**src/rtl/io_console.sv**
```systemverilog
// rtl/io_console.sv - ZPU memory-bus console FIFO with optional interval timer
// Optional timer, TLOAD/TCTRL and interrupt are built when IO_CONSOLE_TIMER_EN is defined.
module io_console #(
   parameter int FIFO_DEPTH = 16
) (
   input  logic        clk,
   input  logic        reset,
   input  logic        i_read,
   input  logic        i_write,
   input  logic [1:0]  i_addr,
   input  logic [31:0] i_data_write,
   output logic [31:0] o_data_read,
   output logic        o_done,
   output logic [7:0]  o_tx_data,
   output logic        o_tx_valid,
   input  logic        i_tx_ready,
   output logic        o_interrupt
);

   localparam int AW = (FIFO_DEPTH > 1) ? $clog2(FIFO_DEPTH) : 1;
   localparam int CW = AW + 1;

   logic [7:0]    mem [FIFO_DEPTH];
   logic [AW-1:0] wr_ptr;
   logic [AW-1:0] rd_ptr;
   logic [CW-1:0] count;
   logic          fifo_empty;
   logic          fifo_full;
   logic          tx_stall;
   logic          accept;
   logic          wr_acc;
   logic          push;
   logic          pop;
   logic [31:0]   rd_mux;
   logic          timer_pending;
   logic [31:0]   timer_count;
   logic [31:0]   timer_ctrl;

   assign fifo_empty = (count == '0);
   assign fifo_full  = (count == CW'(FIFO_DEPTH));
   // Only a TXDATA write into a full FIFO holds off; the initiator keeps it asserted.
   assign tx_stall   = i_write && (i_addr == 2'd0) && fifo_full;
   assign accept     = (i_read || i_write) && !o_done && !tx_stall;
   assign wr_acc     = accept && i_write;
   assign push       = wr_acc && (i_addr == 2'd0);
   assign pop        = o_tx_valid && i_tx_ready;

   assign o_tx_valid = !fifo_empty;
   assign o_tx_data  = fifo_empty ? 8'h00 : mem[rd_ptr];

   always_ff @(posedge clk) begin
      if (push) begin
         mem[wr_ptr] <= i_data_write[7:0];
      end
   end

   always_ff @(posedge clk or posedge reset) begin
      if (reset) begin
         wr_ptr <= '0;
         rd_ptr <= '0;
         count  <= '0;
      end else begin
         if (push) begin
            wr_ptr <= wr_ptr + AW'(1);
         end
         if (pop) begin
            rd_ptr <= rd_ptr + AW'(1);
         end
         case ({push, pop})
            2'b10:   count <= count + CW'(1);
            2'b01:   count <= count - CW'(1);
            default: count <= count;
         endcase
      end
   end

`ifdef IO_CONSOLE_TIMER_EN
   logic [31:0] counter;
   logic [31:0] reload;
   logic        t_en;
   logic        t_ie;
   logic        pending;
   logic        expire;
   logic        tload_wr;
   logic        tctrl_wr;

   assign tload_wr = wr_acc && (i_addr == 2'd2);
   assign tctrl_wr = wr_acc && (i_addr == 2'd3);
   assign expire   = t_en && (counter == 32'd0);

   // A TLOAD write overrides the reload on expiry; an expiry overrides a pending clear.
   always_ff @(posedge clk or posedge reset) begin
      if (reset) begin
         counter <= '0;
         reload  <= '0;
         t_en    <= 1'b0;
         t_ie    <= 1'b0;
         pending <= 1'b0;
      end else begin
         if (tload_wr) begin
            counter <= i_data_write;
            reload  <= i_data_write;
         end else if (expire) begin
            counter <= reload;
         end else if (t_en) begin
            counter <= counter - 32'd1;
         end
         if (tctrl_wr) begin
            t_en <= i_data_write[0];
            t_ie <= i_data_write[1];
         end
         if (expire) begin
            pending <= 1'b1;
         end else if (tctrl_wr && i_data_write[2]) begin
            pending <= 1'b0;
         end
      end
   end

   assign timer_pending = pending;
   assign timer_count   = counter;
   assign timer_ctrl    = {29'b0, pending, t_ie, t_en};
   assign o_interrupt   = pending && t_ie;
`else
   logic unused_wdata;
   assign unused_wdata  = ^i_data_write[31:8];
   assign timer_pending = 1'b0;
   assign timer_count   = 32'd0;
   assign timer_ctrl    = 32'd0;
   assign o_interrupt   = 1'b0;
`endif

   always_comb begin
      rd_mux = 32'd0;
      case (i_addr)
         2'd0:    rd_mux = 32'(count);
         2'd1:    rd_mux = {29'b0, timer_pending, fifo_full, fifo_empty};
         2'd2:    rd_mux = timer_count;
         default: rd_mux = timer_ctrl;
      endcase
   end

   always_ff @(posedge clk or posedge reset) begin
      if (reset) begin
         o_done      <= 1'b0;
         o_data_read <= 32'd0;
      end else begin
         o_done <= accept;
         if (accept) begin
            o_data_read <= rd_mux;
         end
      end
   end

endmodule
```
**config.mk**
```make
export PLATFORM = sky130hd
export DESIGN_NAME = io_console
export DESIGN_NICKNAME = d
export VERILOG_FILES = /design/src/rtl/io_console.sv
export SDC_FILE = /design/constraint.sdc
export NUM_CORES = 1
export LEC_CHECK = 0
export ABC_CLOCK_PERIOD_IN_PS = 7900
export CORE_MARGIN = 2
export CORE_UTILIZATION = 25
export CTS_CLUSTER_SIZE = 24
export DETAILED_ROUTE_END_ITERATION = 10
export GPL_TIMING_DRIVEN = 0
export HOLD_SLACK_MARGIN = 0.08
export PLACE_DENSITY_LB_ADDON = 0.08
export SLEW_MARGIN = 20
export SYNTH_ARGS = -nofsm -noshare
export SYNTH_HDL_FRONTEND = slang
export SYNTH_SLANG_ARGS = --single-unit
```
**constraint.sdc**
```tcl
create_clock -name clk -period 7.9 [get_ports clk]
set_clock_uncertainty 0.1 [all_clocks]
set_input_delay 2.37 -clock clk [delete_from_list [all_inputs] [get_ports clk]]
set_output_delay 2.37 -clock clk [all_outputs]
set_load 0.02 [all_outputs]
```
* Word level (Yosys, flattened, before mapping) *
Memories as Yosys holds them, arrays and structs flattened.
Index checks and enable logic that the tools add are counted.

cells by class
  reductions and logical operators = 14
  eq/ne operators = 4
  add/subtract/negate cells = 4
  mux-type cells = 5

operators by type and width
  cell                                                  number
  case mux 5 bit (2 select lines)                       2
  adder 4 x 1 -> 4 bit (second input constant)          2
  2-to-1 mux 8 bit                                      1
  logical AND 1 bit                                     7
  adder 5 x 1 -> 5 bit (second input constant)          1
  equality test 5 bit (second input constant)           1
  zero test 5 bit                                       1
  subtractor 5 x 1 -> 5 bit (second input constant)     1
  equality test 2 x 1 -> 1 bit (second input constant)  2
  zero test 1 bit                                       3
  equality test 2 bit (second input constant)           1
  zero test 2 bit                                       1
  2-to-1 mux 1 bit                                      2
  nonzero test 2 bit                                    1
  logical OR 1 bit                                      1

storage, ports and cells
  memories kept = 1
  memory bits (writable) = 128
  flip-flop bits (word level) = 46
  input bits = 39
  word-level logic and storage cells = 33

memory list
  name  words  width  rd ports  clocked after memory_dff  write ports  line  source
  mem   16     8      1         0                         1            23    logic [7:0] mem [FIFO_DEPTH];

* Depth between registers and ports, before layout *
Gate-level depths: netlist of run 1.

  word-level depth = 9
  mapped depth = 12
  mapped depth without buffers = 10

* Least setup slack after synthesis of run 1 *
Ideal clock, no wire load.

  path kind = input port to flip-flop
  start = input port i_addr[1]
  end = register count[2]
  arrival = 4.495 ns
  buffers on the path = 1
  slack = 3.179 ns
  stages on the path = 11
  path through = or4b_4 a21oi_2 inv_1 ha_1 clkbuf_1 xor2_1 ha_1 a21oi_1 xor2_1 nor2_1 xor2_1

between the ends
  cells in the longest elaborated chain, start to end = 9
  elaborated cells on any way between the ends = 11
  classes of those cells = eq/ne: 2; mux: 1; reduce/logical: 8

ends and longest elaborated chain
  element                                                                       line    source
  start, declared                                                               10      input logic [1:0] i_addr,
  zero test 2 bit *                                                             42, 45
  logical AND 1 bit (2 in series)                                               42      assign tx_stall = i_write && (i_addr == 2'd0) && fifo_full;
  zero test 1 bit                                                               43      assign accept = (i_read || i_write) && !o_done && !tx_stall;
  logical AND 1 bit                                                             43
  logical AND 1 bit                                                             44      assign wr_acc = accept && i_write;
  logical AND 1 bit *                                                           45      assign push = wr_acc && (i_addr == 2'd0);
  equality test 2 x 1 -> 1 bit / equality test 2 bit (equally long branches)    69      case ({push, pop})
  case mux 5 bit (2 select lines) / nonzero test 2 bit (equally long branches)  -
  end signal, assigned                                                          70      2'b10: count <= count + CW'(1);
  end signal, assigned                                                          71      2'b01: count <= count - CW'(1);
  end signal, assigned                                                          72      default: count <= count;
  end, declared                                                                 26      logic [CW-1:0] count;

Every way passes the cells marked *; elsewhere a longest branch is shown, timed or not.
A chain may end at the register's enable or synchronous reset.

* Worst setup path after layout of run 1 *
  start = register rd_ptr[1]
  end = output port o_tx_data[4]

between the ends
  cells in the longest elaborated chain, start to end = 2

ends and longest elaborated chain
  element                 line  source
  start, declared         25    logic [AW-1:0] rd_ptr;
  start signal, assigned  67    rd_ptr <= rd_ptr + AW'(1);
  memory (16 x 8 bit)     -
  2-to-1 mux 8 bit        49    assign o_tx_data = fifo_empty ? 8'h00 : mem[rd_ptr];
  end, declared           14    output logic [7:0] o_tx_data,

Every way passes these cells.

==> results of run 1 <==
where the power goes:
group          switching, mW  internal, mW  total, mW
combinational          0.474         0.385      0.859
clock                  0.329         0.565      0.894
sequential            0.0369         0.896      0.932
metal layers:
metal | share of wire [%] | routed length (um) | global-route usage [%]
met3 | 2.9 | 424 | 3.107
met1 | 47 | 6794 | 15.74
met4 | 0.82 | 119 | 3.044
met2 | 50 | 7225 | 19.15
met5 | 0 | 0 | 0
synthesized netlist by cell type (3+ instances only):
| cell type | instances |
|---|---|
| edfxtp_1 | 128 |
| o21ai_0 | 3 |
| mux2i_1 | 16 |
| xnor2_1 | 7 |
| nand2_1 | 10 |
| buf_2 | 6 |
| ha_1 | 8 |
| a21oi_1 | 3 |
| dfrtp_1 | 19 |
| inv_1 | 8 |
| buf_4 | 29 |
| nor3_1 | 5 |
| nor2_1 | 16 |
| o22ai_1 | 8 |
| clkbuf_1 | 5 |
| nand2b_1 | 4 |
| mux4_2 | 32 |
| buf_1 | 3 |
| nand3_1 | 3 |
| mux2_2 | 4 |
| xor2_1 | 6 |
layout make-up:
cell class                 instances  area, sq um
timing repair buffer              33        327.8
clock inverter                    15        229.0
clock buffer                      17        425.4
buffer                            44        289.0
tap                              324        405.4
fill                            2389        16610
sequential                       147         4319
multi-input combinational        173         1683
inverter                           8        30.03
registers in the layout (all words and copies together), names as in the netlist:
signal	flops
count	5
mem	128
o_data_read	5
o_done	1
rd_ptr	4
wr_ptr	4
worst paths after layout:
check / end / slack (ps) / cells past startpoint
min reg2reg: o_data_read[1]$_DFFE_PP0N_ / 410 / 1
min in group asynchronous: count[2]$_DFFE_PP0P_ / 2300 / 2
min: o_data_read[1]$_DFFE_PP0N_ / 410 / 1
max reg2reg: count[2]$_DFFE_PP0P_ / 4930 / 11
max: o_tx_data[4] / 2310 / 6
max in group asynchronous: wr_ptr[2]$_DFFE_PP0P_ / 4890 / 2
through the flow:
stage | std cells | setup WS [ps] | area [sq um]
floorplan | 372 | 3179 | 6301
global placement | 725 | 2031 | 6997
detailed placement | 729 | 2406 | 7054
CTS | 761 | 2140 | 7709
global route | 761 | 2174 | 7709
finish | 761 | 2308 | 7709
kinds of logic (layout without fill, tap and decap cells):
group	Yosys count	in the layout	synth area share [%]
flops	147	147	69.67
buf+inv	52	117	5.146
simple gates	48	48	4.077
compound gates	24	24	2.664
xor+xnor	13	13	1.837
mux	52	52	14.93
fa+ha+maj	8	8	1.615
other cells	1	28	0.06049
critical path: cells and delay by family, from the launching register on:
kind / cells / cell delay, ps
flip-flops: 1 / 350
AO/OA/AOI/OAI: 1 / 340
buffers and inverters: 3 / 1580
multiplexers: 2 / 450
==> results.toml, run 1 <==
[sta]
grt_setup_unrepaired = "no"
fin_crit_sh_pct = 70.79
finalCriticalPeriod_ps = 5592
tns_ps = 0
fmax_mhz = 178.8
max_slew_margin_pct = 29.56
setup_violations = 0
worst_pin_slew_ps = 1053
report.final.slew_viol_count = 0
whs_ps = 408.9
hold_viol_final = 0

[min_path]
hold_class = "reg -> reg"
holdCritStartpoint = "o_data_read[1]$_DFFE_PP0N_"

[synthesis]
yosysTopAreaCell = "edfxtp_1"
ys_types = 41
synth_edf_count = 128
synthTopCellsByArea = "edfxtp_1 (62%), mux4_2 (12%), dfrtp_1 (7.7%), buf_4 (3.5%), mux2i_1 (2.6%)"
synthArstFlopShare_pct = 12.93
yosys_warnings = 0
synthCells = 345
syn_area_per_cell_sq_um = 17.97
ys.flop_type = "edfxtp_1"
synth.top_cell.area_share_pct = 62.00
synth-seq-cells = 147
yosysSeqAreaShare_pct = 69.67
synth_area_sq_um = 6200

[worst_setup_path]
worstSetupPathType = "reg -> out"
arrival_ps = 3120
crit_chain = "buf_2, clkbuf_1, mux4_2, mux2i_1, o22ai_1, clkdlybuf4s50_1"
crit-reg2reg-launch = "count[2]$_DFFE_PP0P_"
cpPeakStageDelay_ps = 690
cp_max_fo = 10
startpoint_type = "flop"
critical_path.startpoint = "rd_ptr[1]$_DFFE_PP0P_"
end_kind = "primary output"
worstPathRequired_ps = 5430
crit_slowest_cell = "clkdlybuf4s50_1"

[power]
power_density_nw_per_um2 = 348.3
vdd_drop_max_mv = 0.1178
power.total_mw = 2.685
cellLeakagePower_nw = 2.683

[routing]
first_iter_violations = 203
drt_wl_total_um = 14560
remaining_drc_errors = 0
routed-via-count = 3156
post_drt_wl_per_cell_um = 19.14
final_antenna_net_count = 0
drt_first_pass_iters = 4
via_per_inst = 4.147

[clocking]
cts-root-buf = "clkbuf_16"
cts_tree = "yes"
cts_max_level = 4
postCtsSetupBuffers = 0
clkTransAtPathRegs_ps = 70
clockBufferDepth = 2
cts_sinks = 147
insertion_delay_ps = 420
post_cts_resized = 0
cts_hold_buf = 0
cts-buffers-inserted = 17

[finish]
drive_above_1_share_pct = 27.00
final_cell_mix = "edfxtp_1 (128), mux4_2 (32), buf_4 (31)"
final_nets = 471
syn_to_final_growth_pct = 24.34
fin_util_pct = 31.70
n_antenna_cell = 0
final_common_cell = "edfxtp_1"

[placed_design]
port_buffers = 29
hpwl_um = 9752
place_congestion = 0.6901

[global_routing]
antenna_found_initial = 0
grt_max_degree = 20
grt_overflow = 0
grt_pass1_vias = 3345
grt_pass1_wl_um = 21910
grtUsageTotal_pct = 11.81

[floorplan]
coreArea_sq_um = 24320
die-area_sq_um = 26070
dieWidth_um = 161.5
die_y_um = 161.5
initial_core_util_pct = 25.49
row_count = 57
ios = 82

[run]
cap_violations = 0

[run_status]
status = "finished, final reports clean"
Power figures use the tool's default switching activity.
==> run 2: changes to the inputs <==
--- a/config.mk
+++ b/config.mk
@@ -5,7 +5,7 @@
 export SDC_FILE = /design/constraint.sdc
 export NUM_CORES = 1
 export LEC_CHECK = 0
-export ABC_CLOCK_PERIOD_IN_PS = 7900
+export ABC_CLOCK_PERIOD_IN_PS = 5500
 export CORE_MARGIN = 2
 export CORE_UTILIZATION = 25
 export CTS_CLUSTER_SIZE = 24
==> constraint.sdc (replaced) <==
create_clock -name clk -period 5.5 [get_ports clk]
set_clock_uncertainty 0.1 [all_clocks]
set_input_delay 1.65 -clock clk [delete_from_list [all_inputs] [get_ports clk]]
set_output_delay 1.65 -clock clk [all_outputs]
set_load 0.02 [all_outputs]
==> results of run 2 <==
Same layout as run 1 (identical final DEF). Status: finished, final reports clean.
Among the figures that moved: setup slack after placement 2406 ps -> 726.3 ps; setup slack after layout 2308 ps -> 627.9 ps; register-to-register setup slack 4930 ps -> 2530 ps; total power 2.685 mW -> 3.857 mW; worst IR drop on VDD 0.1178 mV -> 0.1692 mV
